<file path="src/rtl/queue_server_if.sv">
// Bundle between the ticket queue / teller front-ends and queue_server.
// Stats ports exist only when QUEUE_SERVER_STATS_EN is defined.
interface queue_server_if #(
  parameter int NUM_TELLERS = 4,
  parameter int CNT_W       = 8
);
  logic [CNT_W-1:0]       Current_Client;
  logic [CNT_W-1:0]       Total_Clients;
  logic                   Full;
  logic [NUM_TELLERS-1:0] Teller_Req;
  logic                   Done;
  logic [NUM_TELLERS-1:0] Teller_Grant;
  logic [CNT_W-1:0]       Assigned_Client;
  logic [CNT_W-1:0]       Waiting;
  logic [NUM_TELLERS-1:0] Pending;
  logic                   Ack_Error;
`ifdef QUEUE_SERVER_STATS_EN
  logic [15:0]            Served_Count;
  logic [CNT_W-1:0]       Max_Waiting;
`endif

  modport master (
    output Current_Client, Total_Clients, Full, Teller_Req,
    input  Done, Teller_Grant, Assigned_Client, Waiting, Pending, Ack_Error
`ifdef QUEUE_SERVER_STATS_EN
    , input Served_Count, Max_Waiting
`endif
  );

  modport slave (
    input  Current_Client, Total_Clients, Full, Teller_Req,
    output Done, Teller_Grant, Assigned_Client, Waiting, Pending, Ack_Error
`ifdef QUEUE_SERVER_STATS_EN
    , output Served_Count, Max_Waiting
`endif
  );
endinterface

</file>
<file path="src/rtl/queue_server.sv">
// Round-robin teller server for the client ticket queue: pulses Done, waits for
// Current_Client to advance, then grants the served ticket. Optional stats: QUEUE_SERVER_STATS_EN.
module queue_server #(
  parameter int NUM_TELLERS = 4,
  parameter int ACK_TIMEOUT = 15,
  parameter int CNT_W       = 8
) (
  input logic           Clock,
  input logic           Reset,
  queue_server_if.slave bus
);
  localparam int IDX_W = $clog2(NUM_TELLERS);

  typedef enum logic [1:0] {IDLE, ISSUE, WAIT_ACK, GRANT} state_t;

  state_t                 state;
  logic [IDX_W-1:0]       ptr, idx, sel, idx_nxt;
  logic [CNT_W-1:0]       ticket, assigned, waiting;
  logic [7:0]             tmo_cnt;
  logic [NUM_TELLERS-1:0] pending, grant, idx_oh;
  logic                   done, ack_err, non_empty;

  // First set bit at or after s, scanning upward with wrap; lowest offset wins.
  function automatic logic [IDX_W-1:0] pick(input logic [NUM_TELLERS-1:0] p,
                                            input logic [IDX_W-1:0] s);
    logic [IDX_W-1:0] r;
    r = s;
    for (int k = NUM_TELLERS - 1; k >= 0; k--) begin
      int j;
      j = int'(s) + k;
      if (j >= NUM_TELLERS) j = j - NUM_TELLERS;
      if (p[j]) r = j[IDX_W-1:0];
    end
    return r;
  endfunction

  assign waiting   = bus.Total_Clients - bus.Current_Client;
  assign non_empty = (waiting != '0) || bus.Full;
  assign sel       = pick(pending, ptr);
  assign idx_oh    = NUM_TELLERS'(1) << idx;
  assign idx_nxt   = (int'(idx) == NUM_TELLERS - 1) ? '0 : idx + IDX_W'(1);

  always_ff @(posedge Clock) begin
    if (Reset) begin
      state    <= IDLE;
      ptr      <= '0;
      idx      <= '0;
      ticket   <= '0;
      tmo_cnt  <= '0;
      pending  <= '0;
      grant    <= '0;
      assigned <= '0;
      done     <= 1'b0;
      ack_err  <= 1'b0;
    end else begin
      done    <= 1'b0;
      grant   <= '0;
      pending <= pending | bus.Teller_Req;
      case (state)
        IDLE: if (|pending && non_empty) begin
          idx    <= sel;
          ticket <= bus.Current_Client;
          done   <= 1'b1;
          state  <= ISSUE;
        end
        ISSUE: begin
          tmo_cnt <= '0;
          state   <= WAIT_ACK;
        end
        WAIT_ACK: begin
          if (bus.Current_Client != ticket) begin
            // Grant, clear and pointer move together so Pending drops with the grant pulse.
            grant    <= idx_oh;
            assigned <= ticket + CNT_W'(1);
            pending  <= (pending & ~idx_oh) | bus.Teller_Req;
            ptr      <= idx_nxt;
            state    <= GRANT;
          end else if (tmo_cnt == 8'(ACK_TIMEOUT - 1)) begin
            ack_err <= 1'b1;
            state   <= IDLE;
          end else begin
            tmo_cnt <= tmo_cnt + 8'd1;
          end
        end
        GRANT:   state <= IDLE;
        default: state <= IDLE;
      endcase
    end
  end

  assign bus.Done            = done;
  assign bus.Teller_Grant    = grant;
  assign bus.Assigned_Client = assigned;
  assign bus.Waiting         = waiting;
  assign bus.Pending         = pending;
  assign bus.Ack_Error       = ack_err;

`ifdef QUEUE_SERVER_STATS_EN
  logic [15:0]      served;
  logic [CNT_W-1:0] max_wait;

  always_ff @(posedge Clock) begin
    if (Reset) begin
      served   <= '0;
      max_wait <= '0;
    end else begin
      if (|grant && served != 16'hFFFF) served <= served + 16'd1;
      if (waiting > max_wait) max_wait <= waiting;
    end
  end

  assign bus.Served_Count = served;
  assign bus.Max_Waiting  = max_wait;
`endif
endmodule

</file>
<file path="src/flat_wrapper.sv">
// flat-port wrapper written by rule: the top's interface ports become plain ports
module queue_server_flat 
#(
  parameter int NUM_TELLERS = 4,
  parameter int ACK_TIMEOUT = 15,
  parameter int CNT_W       = 8
)
  (Clock, Reset, bus_Current_Client, bus_Total_Clients, bus_Full, bus_Teller_Req, bus_Done, bus_Teller_Grant, bus_Assigned_Client, bus_Waiting, bus_Pending, bus_Ack_Error);
  queue_server_if #(.NUM_TELLERS(NUM_TELLERS), .CNT_W(CNT_W)) bus_i ();
  input logic Clock;
  input logic Reset;
  input wire logic [$bits(bus_i.Current_Client)-1:0] bus_Current_Client;
  input wire logic [$bits(bus_i.Total_Clients)-1:0] bus_Total_Clients;
  input wire logic [$bits(bus_i.Full)-1:0] bus_Full;
  input wire logic [$bits(bus_i.Teller_Req)-1:0] bus_Teller_Req;
  output wire logic [$bits(bus_i.Done)-1:0] bus_Done;
  output wire logic [$bits(bus_i.Teller_Grant)-1:0] bus_Teller_Grant;
  output wire logic [$bits(bus_i.Assigned_Client)-1:0] bus_Assigned_Client;
  output wire logic [$bits(bus_i.Waiting)-1:0] bus_Waiting;
  output wire logic [$bits(bus_i.Pending)-1:0] bus_Pending;
  output wire logic [$bits(bus_i.Ack_Error)-1:0] bus_Ack_Error;
  assign bus_i.Current_Client = bus_Current_Client;
  assign bus_i.Total_Clients = bus_Total_Clients;
  assign bus_i.Full = bus_Full;
  assign bus_i.Teller_Req = bus_Teller_Req;
  assign bus_Done = bus_i.Done;
  assign bus_Teller_Grant = bus_i.Teller_Grant;
  assign bus_Assigned_Client = bus_i.Assigned_Client;
  assign bus_Waiting = bus_i.Waiting;
  assign bus_Pending = bus_i.Pending;
  assign bus_Ack_Error = bus_i.Ack_Error;
  queue_server #(.NUM_TELLERS(NUM_TELLERS), .ACK_TIMEOUT(ACK_TIMEOUT), .CNT_W(CNT_W)) u_core (.Clock(Clock), .Reset(Reset), .bus(bus_i));
endmodule
</file>
<file path="config.mk">
export PLATFORM = sky130hd
export DESIGN_NAME = queue_server_flat
export DESIGN_NICKNAME = d
export VERILOG_FILES = /design/src/rtl/queue_server_if.sv /design/src/rtl/queue_server.sv /design/src/flat_wrapper.sv
export SDC_FILE = /design/constraint.sdc
export NUM_CORES = 1
export LEC_CHECK = 0
export ABC_CLOCK_PERIOD_IN_PS = 3000
export CAP_MARGIN = 20
export CORE_MARGIN = 1.5
export CORE_UTILIZATION = 40
export CTS_CLUSTER_DIAMETER = 200
export CTS_CLUSTER_SIZE = 24
export DETAILED_ROUTE_END_ITERATION = 7
export PLACE_DENSITY = 0.74
export SLEW_MARGIN = 20
export SYNTH_ARGS = -nofsm -noshare
export SYNTH_HDL_FRONTEND = slang
export SYNTH_SLANG_ARGS = --single-unit
</file>
<file path="constraint.sdc">
create_clock -name Clock -period 3 [get_ports Clock]
set_input_delay 0.3 -clock Clock [delete_from_list [all_inputs] [get_ports Clock]]
set_output_delay 0.3 -clock Clock [all_outputs]
set_load 0.03 [all_outputs]
</file>
Word level (Yosys, flattened, before mapping) --
Index checks and enable logic that the tools add are counted.
Word-level totals: register bits 40, bits of input ports 23, output and inout bits 26, word-level logic and storage cells 91
Operators by class: add/sub/neg operators 11, magnitude comparators 8, equal/unequal tests 10, shift operators 1, multiplexer cells 31, bitwise gates (word level) 7, reduce and logical (&&, ||, !) cells 13
Operator list (count):
- less-than comparator 32 x 4 -> 1 bit, second input constant | 4
- 2-to-1 mux 32 bit | 4
- greater-or-equal comparator 32 x 4 -> 1 bit, second input constant | 3
- subtractor 32 x 4 -> 32 bit, second input constant | 3
- adder 8 x 1 -> 8 bit, second input constant | 2
- 2-to-1 mux 2 bit | 8
- 2-to-1 mux 8 bit | 2
- one-hot mux 8 bit (2 select lines) | 1
- 2-to-1 mux 1 bit | 9
- binary-select mux 1 bit (select 2 bit) | 4
- equality test 8 x 4 -> 1 bit, second input constant | 1
- 2-to-1 mux 4 bit | 2
- inequality test 8 bit | 1
- bitwise OR 4 bit | 2
- one-hot mux 2 bit (4 select lines) | 1
- nonzero test 8 bit | 1
- subtractor 8 bit | 1
- adder 2 x 2 -> 3 bit, second input constant | 2
- AND reduction 2 bit | 3
- AND reduction 3 bit | 2
- bitwise AND 4 bit | 1
- equality test 2 x 1 -> 1 bit, second input constant | 2
- equality test 2 bit, second input constant | 2
- inequality test 2 bit, second input constant | 2
- other kinds (16) | 18

Depth between registers and ports, before layout --
Gate-level depths: netlist of run 1.
word-level depth 10, depth in mapped cells 12, depth with buffers taken out 11

Worst setup path after synthesis of run 1 --
Ideal clock, no wire load.
path kind input port to flip-flop, from in bus_Total_Clients[0], to reg u_core.idx[0], library setup time 128 ps, arrival time 2730 ps, data required time 2872 ps, slack 142 ps, stages 12, path buffers 1, cell sequence inv_1 > ha_1 > inv_1 > fa_1 > a211oi_2 > nor2_1 > xor2_1 > a2111oi_4 > a211oi_2 > buf_6 > mux2i_1 > nor2_1
On the way: word-level cells in the longest chain between the ends 5
RTL lines:
- from (decl) | RTL line flat_wrapper.sv:13 | input wire logic [$bits(bus_i.Total_Clients)-1:0] bus_Total_Clients;
- subtractor 8 bit | RTL line queue_server.sv:37 | assign waiting = bus.Total_Clients - bus.Current_Client;
- net bus_Waiting[4] | RTL line flat_wrapper.sv:19 | output wire logic [$bits(bus_i.Waiting)-1:0] bus_Waiting;
- nonzero test 8 bit | RTL line queue_server.sv:38 | assign non_empty = (waiting != '0) || bus.Full;
- logical OR 1 bit | RTL line queue_server.sv:38
- logical AND 1 bit | RTL line queue_server.sv:60 | IDLE: if (|pending && non_empty) begin
- AND reduction 2 bit (no source line)
- to (signal assigned) | RTL line queue_server.sv:61 | idx <= sel;
- to (decl) | RTL line queue_server.sv:17 | logic [IDX_W-1:0] ptr, idx, sel, idx_nxt;
The timed path passes the listed nets, and every way through them passes these cells. A chain may end at the register's enable or synchronous reset.

Final worst setup path of run 1 --
from in bus_Current_Client[2], to out bus_Waiting[5]
On the way: word-level cells in the longest chain between the ends 1
RTL lines:
- from (decl) | RTL line flat_wrapper.sv:12 | input wire logic [$bits(bus_i.Current_Client)-1:0] bus_Current_Client;
- subtractor 8 bit | RTL line queue_server.sv:37
- to (decl) | RTL line flat_wrapper.sv:19
No other way between the ends.

==> results_tabular.tex, run 1 <==
\begin{tabular}{lr}
\hline
Metric & Value \\
\hline
\multicolumn{2}{l}{\textbf{Status}} \\
\quad Result of the run & finished clean \\
\multicolumn{2}{l}{\textbf{Synth}} \\
\quad Count of flip-flops with a built-in enable after synthesis & 0 \\
\quad Distinct cell type count of the synthesized netlist & 44 \\
\quad Fraction of registers with async set/reset & 0\% \\
\quad Synth top area share & 34.4\% \\
\quad Area share of fa/ha/maj cells after synthesis & 9.98\% \\
\quad Fraction of the yosys area taken by sequential cells & 34.4\% \\
\quad Xor/xnor share of the synthesized area & 8.64\% \\
\quad Post-synthesis share of cell area spent on and, or, nand and nor gates & 21.7\% \\
\quad Synthesized instance count & 269 \\
\quad Primary flip-flop cell chosen by synthesis mapping & sky130\_fd\_sc\_hd\_\_dfxtp\_1 \\
\quad Mean post-synth cell area & 8.67 µm² \\
\quad Combined area of all synthesized cells & 2330 µm² \\
\quad Number of warnings printed during yosys synthesis & 0 \\
\quad Cell taking the most area after synthesis & sky130\_fd\_sc\_hd\_\_dfxtp\_1 \\
\quad Main combinational cell family by area after synthesis & simple AND/OR/NAND/NOR gates \\
\quad Net count after synthesis & 310 \\
\quad Post-synthesis compound-gate area fraction & 14.4\% \\
\quad Post-synthesis sequential element count & 40 \\
\quad Biggest area contributors in the synthesized netlist & sky130\_fd\_sc\_hd\_\_dfxtp\_1, sky130\_fd\_sc\_hd\_\_ha\_1, sky130\_fd\_sc\_hd\_\_nor2\_1 \\
\quad Fraction of synthesized area in multiplexers & 5.58\% \\
\multicolumn{2}{l}{\textbf{Hold path}} \\
\quad Class of the tightest hold or removal check & flop to flop \\
\quad Hold wc startpoint & u\_core.bus.Ack\_Error \\
\multicolumn{2}{l}{\textbf{Run}} \\
\quad Max-cap viol count & 0 \\
\multicolumn{2}{l}{\textbf{Cells and area}} \\
\quad P\&R area growth vs syn & 33.0\% \\
\quad Multi-input gate area in the final layout & 1410 µm² \\
\quad Number of standard cells in the final layout excluding fillers & 407 \\
\quad Area of all sequential standard cells & 801 µm² \\
\quad Fin nets & 375 \\
\quad Util after Layout & 55.6\% \\
\quad Layout cells sized above 1 & 12.8\% \\
\quad N\_diodes & 0 \\
\quad Most common cell after layout, fill and taps aside & sky130\_fd\_sc\_hd\_\_clkdlybuf4s50\_1 \\
\quad Most used cells in the layout excluding fill and tap cells & sky130\_fd\_sc\_hd\_\_clkdlybuf4s50\_1, sky130\_fd\_sc\_hd\_\_nor2\_1, sky130\_fd\_sc\_hd\_\_dfxtp\_1, sky130\_fd\_sc\_hd\_\_inv\_1, sky130\_fd\_sc\_hd\_\_buf\_4 \\
\quad Fill cells & 501 \\
\multicolumn{2}{l}{\textbf{Clocking}} \\
\quad Bufs on Longest Clock Path & 2 \\
\quad Number of setup buffers added after CTS & 0 \\
\quad Worst skew pair latency & 0.29 ns \\
\quad Root Buffer Master & sky130\_fd\_sc\_hd\_\_clkbuf\_8 \\
\quad Sinks on Clock Net & 40 \\
\quad Clock buffers created by TritonCTS & 5 \\
\quad Clock-pin slew reported for the worst setup and hold paths after clock tree synthesis & 0.07 ns \\
\quad Level count of the clock H-tree & 2 \\
\quad TritonCTS clock tree & built \\
\quad Quantity of hold-fixing buffers added after cts & 0 \\
\multicolumn{2}{l}{\textbf{GRT}} \\
\quad Wire length of the first global-routing pass & 8490 µm \\
\quad Number of antenna violations at the first check in global routing & 0 \\
\quad Via count of the first global-routing pass & 1,846 \\
\quad Congestion Overflow GR & 0 \\
\quad Pin count of the biggest net entering global routing & 24 \\
\quad Overall routing resource usage & 17.1\% \\
\multicolumn{2}{l}{\textbf{Setup path}} \\
\quad Delay of the slowest critical-path stage & 0.60 ns \\
\quad Startpoint type of the worst setup path & input pin \\
\quad Launching instance or port of the critical path & bus\_Current\_Client[2] \\
\quad Endpoint arrival time on the critical path & 2.59 ns \\
\quad Critical Path Slowest Stage Cell & sky130\_fd\_sc\_hd\_\_clkdlybuf4s50\_1 \\
\quad Crit path max fanout & 3 \\
\quad Required time at the endpoint of the critical path & 2.70 ns \\
\quad Category of the critical setup timing path & input pin to output pin \\
\quad Category of the worst setup path capture point & output pin \\
\quad Most prevalent standard cell on the critical path & sky130\_fd\_sc\_hd\_\_clkdlybuf4s50\_1 \\
\quad Cell class contributing the biggest share of worst-path delay & buffers and inverters \\
\quad Worst reg2reg path startpoint & u\_core.ticket[5] \\
\quad Critical path buffer and inverter count & 3 \\
\quad Ordered list of cells on the worst path & clkdlybuf4s50\_1 -> inv\_1 -> ha\_1 -> nor2\_1 -> a211oi\_2 -> or3\_4 -> and2\_1 -> clkdlybuf4s50\_1 \\
\multicolumn{2}{l}{\textbf{STA}} \\
\quad Worst clock skew & 0.00498 ns \\
\quad Fin crit period & 2.89 ns \\
\quad Final setup viols & 0 \\
\quad Final cycle utilization of the critical path & 96.2\% \\
\quad Setup repair after global routing missed its margin & no \\
\quad Fin. max-slew vios & 0 \\
\quad Measured slew at the worst slew-check pin & 0.584 ns \\
\quad Final hold vios & 0 \\
\quad Achievable Freq & 0.347 GHz \\
\quad Remaining max-slew budget at the tightest pin & 60.7\% \\
\multicolumn{2}{l}{\textbf{Detailed routing}} \\
\quad Starting DRC count in detailed routing & 115 \\
\quad Number of iterations in the first detailed-routing pass & 4 \\
\quad Total wire length after detailed routing & 5100 µm \\
\quad Remaining routing DRC violations & 0 \\
\quad Routed via count divided by cell count & 4.95 \\
\quad Overall via count from detail\_route & 2,014 \\
\quad Final antenna-violating net count & 0 \\
\quad Per-cell routed wire length & 12.5 µm \\
\multicolumn{2}{l}{\textbf{Floorplanning}} \\
\quad Vertical extent of the die & 79.3 µm \\
\quad Initial Utilization & 41.8\% \\
\quad Horizontal die dimension & 79.3 µm \\
\quad Total number of placement rows & 27 \\
\quad Total die area & 6290 µm² \\
\quad Number of primary I/O pins & 49 \\
\quad Core outline area & 5570 µm² \\
\multicolumn{2}{l}{\textbf{Place}} \\
\quad Cell Count Post-Placement & 399 \\
\quad HPWL Detailed & 3960 µm \\
\quad Buffers added on ports & 48 \\
\quad GPL Wtd Cong & 0.840 \\
\multicolumn{2}{l}{\textbf{Power}} \\
\quad Leakage power of the design & 1.24 nW \\
\quad Pwr dens & 555 nW/µm² \\
\quad Post-layout total power & 1.72 mW \\
\quad Largest voltage drop on the vdd net & 0.000324 V \\
\hline
\end{tabular}
[flip-flops by register name, summed over array words and instances (netlist names)]
register and count:
u_core.bus.Assigned_Client 8, u_core.ticket 8, u_core.tmo_cnt 8, u_core.bus.Pending 4, u_core.bus.Teller_Grant 4, u_core.idx 2, u_core.ptr 2, u_core.state 2
u_core.bus.Ack_Error 1, u_core.bus.Done 1
[synthesized netlist by cell type, drive strengths merged (5+ instances only)]
library cell	count
nor2	43
nand3	7
nand2	13
a211oi	10
mux2i	13
nor4	5
nor3	8
ha	17
and2	7
xnor2	9
xor2	14
o21ai	8
inv	24
clkbuf	5
dfxtp	40
a21oi	15
[metrics by stage]
stage / setup TNS (ns) / setup WS (ns) / hold slack (ns) / instance area, µm²
after CTS: 0 / 0.0499 / 0.498 / 3100
after floorplan: 0 / 0.142 / 0.417 / 2330
after global placement: -1.18 / -0.120 / 0.485 / 3000
after detailed placement: -1.62 / -0.164 / 0.482 / 3000
final: 0 / 0.114 / 0.489 / 3100
after global routing: 0 / 0.00742 / 0.520 / 3100
[report_power, final]
part	switching (mW)	internal, mW
clock network	0.181	0.187
logic	0.381	0.314
registers	0.0623	0.595
[cell type report]
type,instances,area share (%)
multi-input cells,198,45.5
flip-flops and latches,40,25.8
clock buffers,7,2.79
inverters,24,2.91
repair buffers,65,19.8
well taps,72,2.91
clock inverters,1,0.242
[logic make-up after synthesis]
| kind of cell | after synthesis |
|---|---|
| muxes | 13 |
| xor gates and xnor gates | 23 |
| AOI/OAI and AO/OA | 45 |
| buffers and inverters | 31 |
| and+or+nand+nor | 99 |
| DFF | 40 |
| adders and majority gates | 18 |
[per-layer routing]
metal	global-route usage, %	routed length [µm]	vias to the layer above	part of all wire [%]
li1	-	-	1053	-
met1	22.6	2540	918	50
met2	27.9	2310	34	45
met3	3.10	158	9	3.1
met4	5.61	92	0	1.8
met5	0	0	-	0
[path summary, 6_finish.rpt]
| path | slack [ns] | depth (start not counted) | to |
|---|---|---|---|
| max reg2reg | 0.84 | 7 | u_core.tmo_cnt[7] |
| min | 0.49 | 2 | u_core.bus.Ack_Error |
| min reg2reg | 0.49 | 2 | u_core.bus.Ack_Error |
| max | 0.11 | 8 | bus_Waiting[5] |
[worst min-delay path: stages (launching register included)]
cell	delay (ns)
sky130_fd_sc_hd__dfxtp_1	0.34
sky130_fd_sc_hd__a31oi_1	0.05
sky130_fd_sc_hd__nor2_1	0.07
[repair_timing]
action                                  4_1_cts  5_1_grt
endpoints found under the setup margin        0        2
endpoints found under the hold margin         0        0
resized for setup                             0        2
Note: power is estimated with default switching activity, not from simulation.
==> run 2, diff against run 1 <==
--- a/config.mk
+++ b/config.mk
@@ -5,6 +5,7 @@
 export SDC_FILE = /design/constraint.sdc
 export NUM_CORES = 1
 export LEC_CHECK = 0
+export ABC_AREA = 1
 export ABC_CLOCK_PERIOD_IN_PS = 3000
 export CAP_MARGIN = 20
 export CORE_MARGIN = 1.5
@@ -12,8 +13,8 @@
 export CTS_CLUSTER_DIAMETER = 200
 export CTS_CLUSTER_SIZE = 24
 export DETAILED_ROUTE_END_ITERATION = 7
-export PLACE_DENSITY = 0.74
-export SLEW_MARGIN = 20
+export PLACE_DENSITY = 0.73
+export SLEW_MARGIN = 5
 export SYNTH_ARGS = -nofsm -noshare
 export SYNTH_HDL_FRONTEND = slang
 export SYNTH_SLANG_ARGS = --single-unit
==> results_tabular.tex, run 2 <==
\begin{tabular}{lr}
\hline
Metric & Value \\
\hline
\multicolumn{2}{l}{\textbf{Setup path}} \\
\quad Worst reg2reg path startpoint & u\_core.ticket[0] \\
\quad Delay of the slowest critical-path stage & 0.65 ns (+0.05 ns) \\
\quad Critical path buffer and inverter count & 4 (+1) \\
\quad Endpoint arrival time on the critical path & 2.51 ns (-0.08 ns) \\
\quad Crit path max fanout & 4 (+1) \\
\quad Ordered list of cells on the worst path & clkdlybuf4s50\_1 -> ha\_1 -> inv\_1 -> fa\_1 -> nand2\_1 -> nand3\_2 -> nand3\_1 -> nand2\_1 -> inv\_1 -> clkdlybuf4s50\_1 \\
\quad Launching instance or port of the critical path & bus\_Current\_Client[0] \\
\quad Critical Path Slowest Stage Cell & sky130\_fd\_sc\_hd\_\_clkdlybuf4s50\_1 \\
\quad Startpoint type of the worst setup path & input pin \\
\quad Required time at the endpoint of the critical path & 2.70 ns (about the same) \\
\quad Category of the worst setup path capture point & output pin \\
\quad Cell class contributing the biggest share of worst-path delay & buffers and inverters \\
\quad Category of the critical setup timing path & input pin to output pin \\
\multicolumn{2}{l}{\textbf{Detailed routing}} \\
\quad Overall via count from detail\_route & 2,406 (+19\%) \\
\quad Total wire length after detailed routing & 5550 µm (+8.9\%) \\
\quad Number of iterations in the first detailed-routing pass & 4 (unchanged) \\
\quad Per-cell routed wire length & 11.2 µm (-11\%) \\
\quad Routed via count divided by cell count & 4.83 (-2.4\%) \\
\quad Starting DRC count in detailed routing & 82 (-29\%) \\
\quad Remaining routing DRC violations & 0 (unchanged) \\
\quad Final antenna-violating net count & 0 (unchanged) \\
\multicolumn{2}{l}{\textbf{Clocking}} \\
\quad Root Buffer Master & sky130\_fd\_sc\_hd\_\_clkbuf\_8 \\
\quad Sinks on Clock Net & 40 (unchanged) \\
\quad TritonCTS clock tree & built \\
\quad Clock buffers created by TritonCTS & 5 (unchanged) \\
\quad Number of setup buffers added after CTS & 0 (unchanged) \\
\quad Level count of the clock H-tree & 2 (unchanged) \\
\quad Bufs on Longest Clock Path & 2 (unchanged) \\
\quad Clock-pin slew reported for the worst setup and hold paths after clock tree synthesis & 0.07 ns (about the same) \\
\quad Quantity of hold-fixing buffers added after cts & 0 (unchanged) \\
\quad Worst skew pair latency & 0.29 ns (about the same) \\
\multicolumn{2}{l}{\textbf{GRT}} \\
\quad Wire length of the first global-routing pass & 9760 µm (+15\%) \\
\quad Congestion Overflow GR & 0 (unchanged) \\
\quad Most Crowded Layer GR & met2 \\
\quad Overall routing resource usage & 16.8\% (-0.32 points) \\
\quad Fraction of met2 tracks used by global routing & 28.1\% (+0.14 points) \\
\quad Met1 demand-to-capacity share in global routing & 21.4\% (-1.3 points) \\
\quad Via count of the first global-routing pass & 2,258 (+22\%) \\
\quad Pin count of the biggest net entering global routing & 22 (-8.3\%) \\
\quad Met3 global-route usage & 3.86\% (+0.75 points) \\
\quad Number of antenna violations at the first check in global routing & 0 (unchanged) \\
\multicolumn{2}{l}{\textbf{Floorplanning}} \\
\quad Horizontal die dimension & 83.5 µm (+5.3\%) \\
\quad Total number of placement rows & 29 (+7.4\%) \\
\quad Vertical extent of the die & 83.5 µm (+5.3\%) \\
\quad Number of primary I/O pins & 49 (unchanged) \\
\quad Total die area & 6980 µm² (+11\%) \\
\quad Core outline area & 6310 µm² (+13\%) \\
\quad Initial Utilization & 41.1\% (-0.72 points) \\
\multicolumn{2}{l}{\textbf{Cells and area}} \\
\quad Layout cells sized above 1 & 8.55\% (-4.3 points) \\
\quad Most common cell after layout, fill and taps aside & sky130\_fd\_sc\_hd\_\_nand2\_1 \\
\quad P\&R area growth vs syn & 23.7\% \\
\quad Multi-input gate area in the final layout & 1450 µm² (+2.7\%) \\
\quad N\_diodes & 0 (unchanged) \\
\quad Area of all sequential standard cells & 801 µm² (unchanged) \\
\quad Util after Layout & 50.9\% (-4.7 points) \\
\quad Number of standard cells in the final layout excluding fillers & 498 (+22\%) \\
\quad Layout Cell Area excl Fill & 3210 µm² (+3.6\%) \\
\quad Most used cells in the layout excluding fill and tap cells & sky130\_fd\_sc\_hd\_\_nand2\_1, sky130\_fd\_sc\_hd\_\_inv\_1, sky130\_fd\_sc\_hd\_\_clkdlybuf4s50\_1, sky130\_fd\_sc\_hd\_\_dfxtp\_1, sky130\_fd\_sc\_hd\_\_a21oi\_1 \\
\quad Fin nets & 462 (+23\%) \\
\quad Fill cells & 644 (+29\%) \\
\multicolumn{2}{l}{\textbf{STA}} \\
\quad Total negative slack for setup checks & 0 ns (unchanged) \\
\quad Remaining max-slew budget at the tightest pin & 71.8\% (+11 points) \\
\quad Final hold vios & 0 (unchanged) \\
\quad Final cycle utilization of the critical path & 93.7\% (-2.5 points) \\
\quad Worst clock skew & 0.00528 ns (+0.000302 ns) \\
\quad Setup repair after global routing missed its margin & no \\
\quad Achievable Freq & 0.356 GHz (+2.7\%) \\
\quad Final setup viols & 0 (unchanged) \\
\quad Measured slew at the worst slew-check pin & 0.419 ns (-0.165 ns) \\
\quad Fin crit period & 2.81 ns (-0.0755 ns) \\
\quad Fin. max-slew vios & 0 (unchanged) \\
\multicolumn{2}{l}{\textbf{Synth}} \\
\quad Count of flip-flops with a built-in enable after synthesis & 0 (unchanged) \\
\quad Biggest area contributors in the synthesized netlist & sky130\_fd\_sc\_hd\_\_dfxtp\_1, sky130\_fd\_sc\_hd\_\_nand2\_1, sky130\_fd\_sc\_hd\_\_inv\_1 \\
\quad Fraction of the yosys area taken by sequential cells & 30.9\% (-3.5 points) \\
\quad Distinct cell type count of the synthesized netlist & 34 (-23\%) \\
\quad Combined area of all synthesized cells & 2590 µm² (+11\%) \\
\quad Main combinational cell family by area after synthesis & simple AND/OR/NAND/NOR gates \\
\quad Primary flip-flop cell chosen by synthesis mapping & sky130\_fd\_sc\_hd\_\_dfxtp\_1 \\
\quad Net count after synthesis & 414 (+34\%) \\
\quad Area share of fa/ha/maj cells after synthesis & 8.97\% (-1.0 points) \\
\quad Post-synthesis compound-gate area fraction & 14.7\% (+0.32 points) \\
\quad Fraction of synthesized area in multiplexers & 0\% (-5.6 points) \\
\quad Post-synthesis sequential element count & 40 (unchanged) \\
\quad Most used standard cell by instance count after synthesis & sky130\_fd\_sc\_hd\_\_nand2\_1 \\
\quad Cell taking the most area after synthesis & sky130\_fd\_sc\_hd\_\_dfxtp\_1 \\
\quad Post-synthesis share of cell area spent on and, or, nand and nor gates & 27.1\% (+5.4 points) \\
\quad Fraction of registers with async set/reset & 0\% (unchanged) \\
\quad Most frequent cells after synthesis & sky130\_fd\_sc\_hd\_\_nand2\_1, sky130\_fd\_sc\_hd\_\_inv\_1, sky130\_fd\_sc\_hd\_\_dfxtp\_1, sky130\_fd\_sc\_hd\_\_a21oi\_1, sky130\_fd\_sc\_hd\_\_nor2\_1 \\
\quad Synthesized instance count & 373 (+39\%) \\
\quad Xor/xnor share of the synthesized area & 5.06\% (-3.6 points) \\
\quad Synth top area share & 30.9\% (-3.5 points) \\
\quad Number of warnings printed during yosys synthesis & 0 (unchanged) \\
\quad Mean post-synth cell area & 6.96 µm² (-20\%) \\
\multicolumn{2}{l}{\textbf{Run}} \\
\quad Max-cap viol count & 0 (unchanged) \\
\multicolumn{2}{l}{\textbf{Power}} \\
\quad Largest voltage drop on the vdd net & 0.000304 V (-6.2\%) \\
\quad Leakage power of the design & 1.48 nW (+20\%) \\
\quad Pwr dens & 545 nW/µm² (-1.8\%) \\
\quad Post-layout total power & 1.75 mW (+1.8\%) \\
\multicolumn{2}{l}{\textbf{Place}} \\
\quad HPWL Detailed & 4330 µm (+9.2\%) \\
\quad Placed instance area & 3130 µm² (+4.2\%) \\
\quad Buffers added on ports & 48 (unchanged) \\
\quad Cell Count Post-Placement & 491 (+23\%) \\
\quad GPL Wtd Cong & 0.852 (+1.4\%) \\
\multicolumn{2}{l}{\textbf{Hold path}} \\
\quad Hold wc startpoint & u\_core.bus.Ack\_Error \\
\quad Class of the tightest hold or removal check & flop to flop \\
\multicolumn{2}{l}{\textbf{Status}} \\
\quad Result of the run & finished clean \\
\hline
\end{tabular}
-- run 2: changes by cell type after synthesis, moves of 13 or more --
cell and delta:
sky130_fd_sc_hd__nand2_1 +57, sky130_fd_sc_hd__inv_1 +45, sky130_fd_sc_hd__nor2_1 -21, sky130_fd_sc_hd__a21oi_1 +17, sky130_fd_sc_hd__mux2i_1 -13, sky130_fd_sc_hd__o21ai_0 +13
-- run 2: cell families after synthesis --
| logic type | count (synthesis) |
|---|---|
| AND/OR/NAND/NOR | 148 |
| buffers and inverters | 84 |
| AO/OA/AOI/OAI | 68 |
| flip-flops | 40 |
| adder cells (fa/ha/maj) | 18 |
| XOR/XNOR | 15 |
-- run 2: layout make-up --
cell class	instances	share of cell area [%]
clock inverter	1	0.156
clock buffer	6	2.26
tap	77	3.00
timing repair buffer	52	16.0
multi-input combinational	249	45.1
sequential	40	24.9
inverter	73	8.53
-- run 2: path summary, 6_finish.rpt --
path	slack, ns	depth (start not counted)	endpoint
setup / recovery	0.19	10	bus_Waiting[4]
hold / removal	0.45	2	u_core.bus.Ack_Error
setup reg to reg	1.13	10	u_core.tmo_cnt[5]
hold reg to reg	0.45	2	u_core.bus.Ack_Error
-- run 2: metrics by stage --
| step | hold WS [ns] | setup WS, ns |
|---|---|---|
| final | 0.452 | 0.190 |
| after CTS | 0.455 | 0.122 |
| after global placement | 0.450 | 0.159 |
| after global routing | 0.480 | 0.0460 |
| after detailed placement | 0.444 | 0.125 |
| after floorplan | 0.369 | 0.697 |
-- run 2: worst min-delay path, cell delays in order, from the launching register on --
cell                      delay (ns)
sky130_fd_sc_hd__dfxtp_1        0.31
sky130_fd_sc_hd__inv_1          0.05
sky130_fd_sc_hd__a21oi_1        0.05
-- run 2: power breakdown --
part / internal (mW) / total (mW) / switching [mW]
logic: 0.286 / 0.737 / 0.451
clock network: 0.158 / 0.339 / 0.181
registers: 0.609 / 0.674 / 0.0656
-- run 2: what timing repair did --
| action | in CTS | in global routing |
|---|---|---|
| setup endpoints to repair | 0 | 1 |
| hold endpoints to repair | 0 | 0 |
| resized for setup | 0 | 1 |
-- run 2: routing by layer --
metal	routed length, µm	up-vias
li1	-	1287
met1	2630	1071
met2	2610	40
met3	231	8
met4	79	0
met5	0	-
==> run 3, diff against run 2 <==
--- a/config.mk
+++ b/config.mk
@@ -14,7 +14,7 @@
 export CTS_CLUSTER_SIZE = 24
 export DETAILED_ROUTE_END_ITERATION = 7
 export PLACE_DENSITY = 0.73
-export SLEW_MARGIN = 5
+export SLEW_MARGIN = 40
 export SYNTH_ARGS = -nofsm -noshare
 export SYNTH_HDL_FRONTEND = slang
 export SYNTH_SLANG_ARGS = --single-unit
==> results of run 3 <==
Final layout, timing and power as in run 2 (identical DEF).
